**src/rtl/commit_trace_buffer_pkg.sv**
```systemverilog
// Shared widths and the packed trace record used by the commit trace buffer and its FIFO.
package trace_pkg;

    localparam int PC_W   = 32;
    localparam int OP_W   = 6;
    localparam int RD_W   = 5;
    localparam int DATA_W = 32;

    localparam logic [RD_W-1:0] REG_ZERO = 5'd0;
    localparam logic [15:0]     DROP_MAX = 16'hFFFF;

    // Field order fixes the 75-bit layout as {pc, opcode, rd, data}.
    typedef struct packed {
        logic [PC_W-1:0]   pc;
        logic [OP_W-1:0]   opcode;
        logic [RD_W-1:0]   rd;
        logic [DATA_W-1:0] data;
    } trace_entry_t;

    localparam int ENTRY_W = $bits(trace_entry_t);

endpackage

```
**src/rtl/commit_trace_buffer_if.sv**
```systemverilog
// Drain port of the commit trace buffer: FIFO head, occupancy and the consumer's ready.
interface commit_trace_buffer_if
    import trace_pkg::*;
#(
    parameter int DEPTH = 16
);

    localparam int CNT_W = $clog2(DEPTH) + 1;

    logic              trace_valid;
    logic              trace_ready;
    logic [PC_W-1:0]   trace_pc;
    logic [OP_W-1:0]   trace_opcode;
    logic [RD_W-1:0]   trace_rd;
    logic [DATA_W-1:0] trace_data;
    logic [CNT_W-1:0]  trace_count;

    modport master (
        output trace_valid,
        output trace_pc,
        output trace_opcode,
        output trace_rd,
        output trace_data,
        output trace_count,
        input  trace_ready
    );

    modport slave (
        input  trace_valid,
        input  trace_pc,
        input  trace_opcode,
        input  trace_rd,
        input  trace_data,
        input  trace_count,
        output trace_ready
    );

endinterface

```
**src/rtl/commit_trace_buffer_sync_fifo.sv**
```systemverilog
// First-word fall-through FIFO with registered storage; clear and reset empty it.
module sync_fifo #(
    parameter int WIDTH = 8,
    parameter int DEPTH = 16
) (
    input  logic                   clk,
    input  logic                   rst,
    input  logic                   push_i,
    input  logic                   pop_i,
    input  logic                   clear_i,
    input  logic [WIDTH-1:0]       wrData_i,
    output logic [WIDTH-1:0]       headData_o,
    output logic [$clog2(DEPTH):0] count_o
);

    localparam int PTR_W = $clog2(DEPTH);
    localparam logic [PTR_W:0] FULL_COUNT = (PTR_W + 1)'(DEPTH);

    logic [WIDTH-1:0] mem_q [DEPTH];
    logic [PTR_W-1:0] wrPtr_q;
    logic [PTR_W-1:0] rdPtr_q;
    logic [PTR_W:0]   count_q;
    logic             doPush;
    logic             doPop;

    // A full FIFO still accepts a write when the head leaves on the same edge.
    assign doPop  = pop_i && (count_q != '0) && !clear_i;
    assign doPush = push_i && !clear_i && ((count_q != FULL_COUNT) || doPop);

    always_ff @(posedge clk) begin
        if (doPush) begin
            mem_q[wrPtr_q] <= wrData_i;
        end
    end

    always_ff @(posedge clk) begin
        if (rst || clear_i) begin
            wrPtr_q <= '0;
            rdPtr_q <= '0;
            count_q <= '0;
        end else begin
            if (doPush) begin
                wrPtr_q <= wrPtr_q + PTR_W'(1);
            end
            if (doPop) begin
                rdPtr_q <= rdPtr_q + PTR_W'(1);
            end
            unique case ({doPush, doPop})
                2'b10:   count_q <= count_q + (PTR_W + 1)'(1);
                2'b01:   count_q <= count_q - (PTR_W + 1)'(1);
                default: count_q <= count_q;
            endcase
        end
    end

    // Storage is not reset, so an empty FIFO presents zeros instead of stale data.
    assign headData_o = (count_q != '0) ? mem_q[rdPtr_q] : '0;
    assign count_o    = count_q;

endmodule

```
**src/rtl/commit_trace_buffer.sv**
```systemverilog
// Captures retired register writes into a trace FIFO and flags a halted (non-advancing) PC.
module commit_trace_buffer
    import trace_pkg::*;
#(
    parameter int DEPTH       = 16,
    parameter int HALT_CYCLES = 4
) (
    input  logic               clk,
    input  logic               rst,
    input  logic [PC_W-1:0]    prog_count,
    input  logic [OP_W-1:0]    instr_opcode,
    input  logic [RD_W-1:0]    write_reg_addr,
    input  logic [DATA_W-1:0]  write_reg_data,
    input  logic               clear,
    commit_trace_buffer_if.master trace,
    output logic               overflow,
    output logic [15:0]        drop_count,
    output logic               halted
);

    localparam int CNT_W   = $clog2(DEPTH) + 1;
    localparam int STALL_W = $clog2(HALT_CYCLES + 1);
    localparam logic [CNT_W-1:0]   FULL_COUNT = CNT_W'(DEPTH);
    localparam logic [STALL_W-1:0] HALT_LIMIT = STALL_W'(HALT_CYCLES);

    logic [PC_W-1:0]    prevPc_q;
    logic               prevValid_q;
    logic [STALL_W-1:0] stallCnt_q;
    logic [STALL_W-1:0] stallCnt_d;
    logic               halted_q;
    logic               overflow_q;
    logic [15:0]        dropCount_q;

    logic               cap;
    logic               pop;
    logic               push;
    logic               fifoValid;
    logic [CNT_W-1:0]   fifoCount;
    trace_entry_t       newEntry;
    trace_entry_t       headEntry;

    // The first post-reset cycle always counts as a new PC, even when it equals the reset prevPc.
    assign cap  = (write_reg_addr != REG_ZERO) && (!prevValid_q || (prog_count != prevPc_q));
    assign pop  = fifoValid && trace.trace_ready;
    assign push = cap && !clear && ((fifoCount != FULL_COUNT) || pop);

    assign newEntry = '{pc: prog_count, opcode: instr_opcode, rd: write_reg_addr, data: write_reg_data};

    sync_fifo #(
        .WIDTH (ENTRY_W),
        .DEPTH (DEPTH)
    ) u_fifo (
        .clk        (clk),
        .rst        (rst),
        .push_i     (push),
        .pop_i      (pop),
        .clear_i    (clear),
        .wrData_i   (newEntry),
        .headData_o (headEntry),
        .count_o    (fifoCount)
    );

    always_comb begin
        stallCnt_d = '0;
        if (prevValid_q && (prog_count == prevPc_q)) begin
            stallCnt_d = (stallCnt_q == HALT_LIMIT) ? stallCnt_q : stallCnt_q + STALL_W'(1);
        end
    end

    // Halt tracking ignores clear; only reset disturbs it.
    always_ff @(posedge clk) begin
        if (rst) begin
            prevPc_q    <= '0;
            prevValid_q <= 1'b0;
            stallCnt_q  <= '0;
            halted_q    <= 1'b0;
            overflow_q  <= 1'b0;
            dropCount_q <= '0;
        end else begin
            prevPc_q    <= prog_count;
            prevValid_q <= 1'b1;
            stallCnt_q  <= stallCnt_d;
            halted_q    <= (stallCnt_d == HALT_LIMIT);
            if (clear) begin
                overflow_q  <= 1'b0;
                dropCount_q <= '0;
            end else if (cap && !push) begin
                overflow_q <= 1'b1;
                if (dropCount_q != DROP_MAX) begin
                    dropCount_q <= dropCount_q + 16'd1;
                end
            end
        end
    end

    assign fifoValid          = (fifoCount != '0);
    assign trace.trace_valid  = fifoValid;
    assign trace.trace_pc     = headEntry.pc;
    assign trace.trace_opcode = headEntry.opcode;
    assign trace.trace_rd     = headEntry.rd;
    assign trace.trace_data   = headEntry.data;
    assign trace.trace_count  = fifoCount;

    assign overflow   = overflow_q;
    assign drop_count = dropCount_q;
    assign halted     = halted_q;

endmodule

```
**src/flat_wrapper.sv**
```systemverilog
// flat-port wrapper written by rule: the top's interface ports become plain ports
module commit_trace_buffer_flat import trace_pkg::*;
#(
    parameter int DEPTH       = 16,
    parameter int HALT_CYCLES = 4
)
  (clk, rst, prog_count, instr_opcode, write_reg_addr, write_reg_data, clear, overflow, drop_count, halted, trace_trace_valid, trace_trace_pc, trace_trace_opcode, trace_trace_rd, trace_trace_data, trace_trace_count, trace_trace_ready);
  commit_trace_buffer_if #(.DEPTH(DEPTH)) trace_i ();
  input  logic clk;
  input  logic rst;
  input  logic [PC_W-1:0] prog_count;
  input  logic [OP_W-1:0] instr_opcode;
  input  logic [RD_W-1:0] write_reg_addr;
  input  logic [DATA_W-1:0] write_reg_data;
  input  logic clear;
  output logic overflow;
  output logic [15:0] drop_count;
  output logic halted;
  output wire logic [$bits(trace_i.trace_valid)-1:0] trace_trace_valid;
  output wire logic [$bits(trace_i.trace_pc)-1:0] trace_trace_pc;
  output wire logic [$bits(trace_i.trace_opcode)-1:0] trace_trace_opcode;
  output wire logic [$bits(trace_i.trace_rd)-1:0] trace_trace_rd;
  output wire logic [$bits(trace_i.trace_data)-1:0] trace_trace_data;
  output wire logic [$bits(trace_i.trace_count)-1:0] trace_trace_count;
  input wire logic [$bits(trace_i.trace_ready)-1:0] trace_trace_ready;
  assign trace_trace_valid = trace_i.trace_valid;
  assign trace_trace_pc = trace_i.trace_pc;
  assign trace_trace_opcode = trace_i.trace_opcode;
  assign trace_trace_rd = trace_i.trace_rd;
  assign trace_trace_data = trace_i.trace_data;
  assign trace_trace_count = trace_i.trace_count;
  assign trace_i.trace_ready = trace_trace_ready;
  commit_trace_buffer #(.DEPTH(DEPTH), .HALT_CYCLES(HALT_CYCLES)) u_core (.clk(clk), .rst(rst), .prog_count(prog_count), .instr_opcode(instr_opcode), .write_reg_addr(write_reg_addr), .write_reg_data(write_reg_data), .clear(clear), .trace(trace_i), .overflow(overflow), .drop_count(drop_count), .halted(halted));
endmodule
```
**config.mk**
```make
export PLATFORM = sky130hd
export DESIGN_NAME = commit_trace_buffer_flat
export DESIGN_NICKNAME = d
export VERILOG_FILES = /design/src/rtl/commit_trace_buffer_pkg.sv /design/src/rtl/commit_trace_buffer_if.sv /design/src/rtl/commit_trace_buffer_sync_fifo.sv /design/src/rtl/commit_trace_buffer.sv /design/src/flat_wrapper.sv
export SDC_FILE = /design/constraint.sdc
export NUM_CORES = 1
export LEC_CHECK = 0
export ABC_AREA = 1
export CAP_MARGIN = 20
export CORE_ASPECT_RATIO = 1.25
export CORE_MARGIN = 2
export CORE_UTILIZATION = 45
export DETAILED_ROUTE_END_ITERATION = 10
export GPL_TIMING_DRIVEN = 0
export PLACE_DENSITY = 0.68
export REMOVE_ABC_BUFFERS = 1
export SYNTH_ARGS = -nofsm -noshare
export SYNTH_HDL_FRONTEND = slang
export SYNTH_SLANG_ARGS = --single-unit
```
**constraint.sdc**
```tcl
create_clock -name clk -period 6.3 [get_ports clk]
set_input_delay 0.945 -clock clk [delete_from_list [all_inputs] [get_ports clk]]
set_output_delay 0.945 -clock clk [all_outputs]
set_load 0.005 [all_outputs]
```
### After elaboration in Yosys (flattened, before gate mapping)

Memories as Yosys holds them, arrays and structs flattened. A register that Yosys moved wholly into a read port is not among the register bits.
Cells that the tools add are included.
Widths: inputs -> output; s select.

| word-level totals | value |
|---|---|
| output and inout port bits | 99 |
| bits of input ports | 79 |
| memories | 1 |
| memory bits (writable) | 1200 |
| latch bits | 0 |
| memory bits (read-only) | 0 |
| word-level logic and storage cells | 55 |
| register bits after elaboration | 67 |

Memory list:

| name | words | width | rd ports | clocked after memory_dff | write ports | RTL line | RTL |
|---|---|---|---|---|---|---|---|
| u_core.u_fifo.mem_q | 16 | 75 | 1 | 1 | 1 | commit_trace_buffer_sync_fifo.sv:19 | `logic [WIDTH-1:0] mem_q [DEPTH];` |

| cells by class | value |
|---|---|
| add/subtract/negate cells | 6 |
| bitwise operators | 0 |
| divide/modulo/power cells | 0 |
| muxes and demuxes | 9 |
| shift operators | 0 |
| reductions and logical operators | 22 |
| equal/unequal tests | 8 |
| $mul | 0 |
| $lt $le $gt $ge | 0 |

Operators with widths:

| cell | count |
|---|---|
| $mux 75 | 1 |
| $eq 32x32->1 | 1 |
| $ne 32x32->1 | 1 |
| $add 16x1->16 const B | 1 |
| $ne 16x16->1 const B | 1 |
| $logic_and 1x1->1 | 10 |
| $pmux 5 s2 | 1 |
| $reduce_bool 5->1 | 2 |
| $add 4x1->4 const B | 2 |
| $mux 4 | 2 |
| $eq 3x3->1 const B | 2 |
| $mux 3 | 2 |
| $add 5x1->5 const B | 1 |
| $ne 5x5->1 const B | 1 |
| $sub 5x1->5 const B | 1 |
| $logic_or 1x1->1 | 4 |
| $add 3x1->3 const B | 1 |
| $logic_not 1->1 | 3 |
| $mux 1 | 3 |
| $eq 2x1->1 const B | 1 |
| $eq 2x2->1 const B | 1 |
| $reduce_and 2->1 | 1 |
| $reduce_bool 2->1 | 1 |
| $reduce_or 2->1 | 1 |

### Longest topological paths before layout

| depth | value |
|---|---|
| depth after elaboration | 9 |
| depth in mapped cells | 20 |
| mapped depth without buffers | 20 |

### Hierarchy

Synthesis repeated with hierarchy kept, for this count alone.

| unflattened totals | value |
|---|---|
| cells, all modules | 4372 |
| area total of the unflattened synthesis | 51375.5 µm² |

By module, submodules not included:

| module | cells each | area an instance (µm²) | instances |
|---|---|---|---|
| sync_fifo | 3909 | 48343.9 | 1 |
| commit_trace_buffer | 463 | 3031.7 | 1 |

### Least setup slack after synthesis

OpenSTA, ideal clock, no wires.

| timing path | value |
|---|---|
| path type | input to register |
| start | in prog_count[0] |
| end | mem u_core.u_fifo.mem_q[0][0] in the netlist's numbering (enable) |
| arrival time | 4897 ps |
| path slack | 894 ps |
| cell stages on the path | 11 |
| data required time | 5791 ps |
| library setup time | 509 ps |
| path buffers | 0 |
| cell sequence | inv_1 -> nand2_1 -> nand2_1 -> nor2_1 -> nand2_1 -> nor2_1 -> nand3_1 -> nor2_2 -> nor3_4 -> nand2_1 -> nor2_1 |

| between the ends | value |
|---|---|
| word-level cells in the longest chain between the ends | 9 |

Ends and longest elaborated chain:

| element | RTL line | RTL |
|---|---|---|
| from (decl) | flat_wrapper.sv:11 | `input logic [PC_W-1:0] prog_count;` |
| $ne 32x32->1 | commit_trace_buffer.sv:43 | `assign cap = (write_reg_addr != REG_ZERO) && (!prevValid_q \|\| (prog_count != prevPc_q));` |
| $logic_or 1x1->1 | commit_trace_buffer.sv:43 |  |
| $logic_and 1x1->1 | commit_trace_buffer.sv:43 |  |
| $logic_and 1x1->1 (2 in series) | commit_trace_buffer.sv:45 | `assign push = cap && !clear && ((fifoCount != FULL_COUNT) \|\| pop);` |
| $logic_and 1x1->1 (2 in series) | commit_trace_buffer_sync_fifo.sv:28 | `assign doPush = push_i && !clear_i && ((count_q != FULL_COUNT) \|\| doPop);` |
| $mux 1 | commit_trace_buffer_sync_fifo.sv:31 | `if (doPush) begin` |
| $mux 1 (not written as such) | commit_trace_buffer_sync_fifo.sv:32 | `mem_q[wrPtr_q] <= wrData_i;` |
| to (decl) | commit_trace_buffer_sync_fifo.sv:19 |  |

No other way between the ends.

==> run metrics <==
RSZ-0062 raised after global routing=false; Worst Path Max Fanout=212; min-delay src=u_core.overflow; wire length per cell=23.45 um; most frequent cells in the layout=edfxtp_1 (1200), nor2_1 (691), o21ai_0 (572), o221ai_1 (212), clkdlybuf4s50_1 (176); Core ar.=110100 um^2; GRT Overall Usage=21.86%; final WL=127700 um; Layout Cells excl Fill=approximately 5400; Rows=around 140; Hold Buf Count CTS=0; Synth Register Bits=1271; Max-slew headroom=between 30% and 40%; final setup vio count=0; Final Slew Violations=0; Post-DP HPWL=71280 um; Fin Hold WS=0.4684 ns; CP Capture Type=output pin; # Max-Cap Violations=0; Crit path required time=5.35 ns; delay of the slowest cell on the worst path=0.70 ns; Leak Pwr=0.01867 uW; Vias=roughly 32000; most used cell, CP=buf_16; Cells after Synth=3776; # IOs=178; Fin. Hold Viols=0; CTS sink cnt=1271; vias per std cell=5.927; post-synthesis sequential area ratio=74.83%; main combinational cell family by area after synthesis=compound AO/OA/AOI/OAI gates; Post-Syn Area=50050 um^2; layout cells sized above 1=7.496%; Data arrival, critical path=4.93 ns; status=finished, final reports clean; Yosys warning total=0; Avg Cell Area, Syn=13.26 um^2; number of global-route vias before repair=31160; Setup Crit Path Kind=flop to output pin; commonest non-fill, non-tap cell in the layout=edfxtp_1; grt total ovfl=0; die span in x=302.3 um; Clock Skews=0.02188 ns; Reg2Reg Launch Point=u_core.u_fifo.count_o[1]; Compound-Gate Fraction of Synth Area=13.28%; distinct cell type count after synthesis=35; fmax=0.1703 GHz; clock root buffer master=clkbuf_16; Clock Pin Slew Worst Setup and Hold Paths=0.06 ns; xor-xnor portion of the synthesized cell area=0.5600%; Port-buffer cells=177; crit-path cells=buf_16 -> buf_16 -> clkinv_8 -> buf_16 -> o21ai_0 -> o22ai_1 -> o211ai_1 -> a21oi_1 -> clkdlybuf4s50_1; Slowest-stage cell, CP=dfxtp_4; post-synthesis simple-gate area fraction=7.974%; Starting Density=45.46%; ANT nets after route=0; post-synthesis adder-cell area fraction=less than 1%; crit path time final=5.873 ns; footprint of the multi-input gates=11200 um^2; post-layout util=53.05%; synth-to-layout area growth=16.70%; global-route wire length before repair=188000 um; PD cells=293.6 nW/um^2; Fillers=between 8000 and 9000; Num CTS Buffers=between 100 and 150; dpl cells=5217; CP Launch Type=flop; Detailed Route Iter0 Violations=3895; initial antenna violation count=13; Die Height=around 380 um; post-synthesis mux area share=0%; die area=113900 um^2; Register Area=37470 um^2; CTS tree=built; CTS H-tree depth=3; Nets=3979; GPL Wtd Cong=0.8044; DRC violations left=0; worst min-delay path class=flop to flop; Worst IR Drop VDD=0.0002403 V; clock buffer depth=3; DR pass1 iterations=6; Period Utilization, post-route=93.23%; Least-Margin Pin Slew=0.9864 ns; pin count of the biggest net entering global routing=between 200 and 250; Worst-Skew Late Latency=~0.7 ns
[sequential cells by signal, indices dropped and copies added (netlist names), named ones only]
name and cells:
u_core.overflow 1, u_core.u_fifo.wrPtr_q 4, u_core.u_fifo.count_o 5, u_core.stallCnt_q 3
u_core.u_fifo.rdPtr_q 4, u_core.u_fifo.mem_q 1200, u_core.halted 1, u_core.prevValid_q 1
u_core.prevPc_q 32, u_core.drop_count 16
[cells by family (layout without fill, tap and decap cells)]
group | after synthesis | count (layout)
AO/OA/AOI/OAI | 1097 | 1097
other | 0 | 5
XOR/XNOR | 32 | 32
flip-flops | 1271 | 1271
AND/OR/NAND/NOR | 998 | 998
adder cells (fa/ha/maj) | 12 | 12
buffers and inverters | 366 | 579
[critical path, delay by kind of cell (launching register included)]
family                 cells  cell delay (ns)
AO/OA/AOI/OAI              4             0.97
buffers and inverters      5             2.31
flip-flops                 1             0.70
[cell usage after synthesis, drive strengths merged]
cell    number  area share [%]
a21o         1           0.015
a21oi      102             1.1
and2         1           0.013
and3         1           0.013
buf         97             1.0
clkbuf     171             1.3
clkinv       1           0.010
dfxtp       71             2.8
edfxtp    1200              72
ha          12            0.30
inv         97            0.73
nand2      171             1.3
nand3       84            0.84
nand3b       1           0.015
nand4       21            0.32
nor2       711             5.3
nor3         6            0.10
nor3b        1           0.015
nor4         1           0.013
o211ai      88             1.3
o21ai      606             6.1
o221ai     212             3.7
o22ai       88             1.1
xnor2       13            0.23
xor2        19            0.33
[cell type report]
class / instances / share of cell area (%)
inverter: 98 / 0.6726
clock buffer: 151 / 5.443
sequential: 1271 / 64.15
multi-input combinational: 2139 / 19.17
clock inverter: 69 / 1.067
tap: 1449 / 3.104
antenna: 5 / 0.02142
timing repair buffer: 261 / 6.366
[stage by stage]
step                power, uW  TNS [ns]  setup WS, ns  area [um^2]
finish                  17150         0        0.4267        58410
detailed placement      10310         0         1.043        54570
global placement        10310  -7663.56        -29.34        52480
CTS                     17230         0        0.2407        58380
floorplan                9845   -971.22        -12.98        48900
global route            17640         0        0.2324        58400
[per-layer routing]
| layer | global-route usage [%] | wire [um] |
|---|---|---|
| met1 | 29.45 | 51480 |
| met3 | 3.766 | 10520 |
| met2 | 35.97 | 62000 |
| met4 | 7.332 | 3573 |
| met5 | 0 | 87 |
[path summary, 6_finish.rpt]
kind,depth (start not counted),endpoint,slack [ns]
worst max-delay path,9,trace_trace_pc[15],0.43
worst max register to register,10,u_core.u_fifo.mem_q[13][1],2.87
worst min register to register,2,u_core.overflow,0.47
worst min-delay path,2,u_core.overflow,0.47
[where the power goes]
part / internal [uW] / switching, uW
Clock: 4000 / 3020
Combinational: 300 / 513
Sequential: 9300 / 23.9
[what timing repair did]
action	4_1_cts	5_1_grt
resized for setup	0	0
hold endpoints to repair	0	0
setup buffers	0	1
setup endpoints to repair	0	1
(Power assumes the default switching activity.)
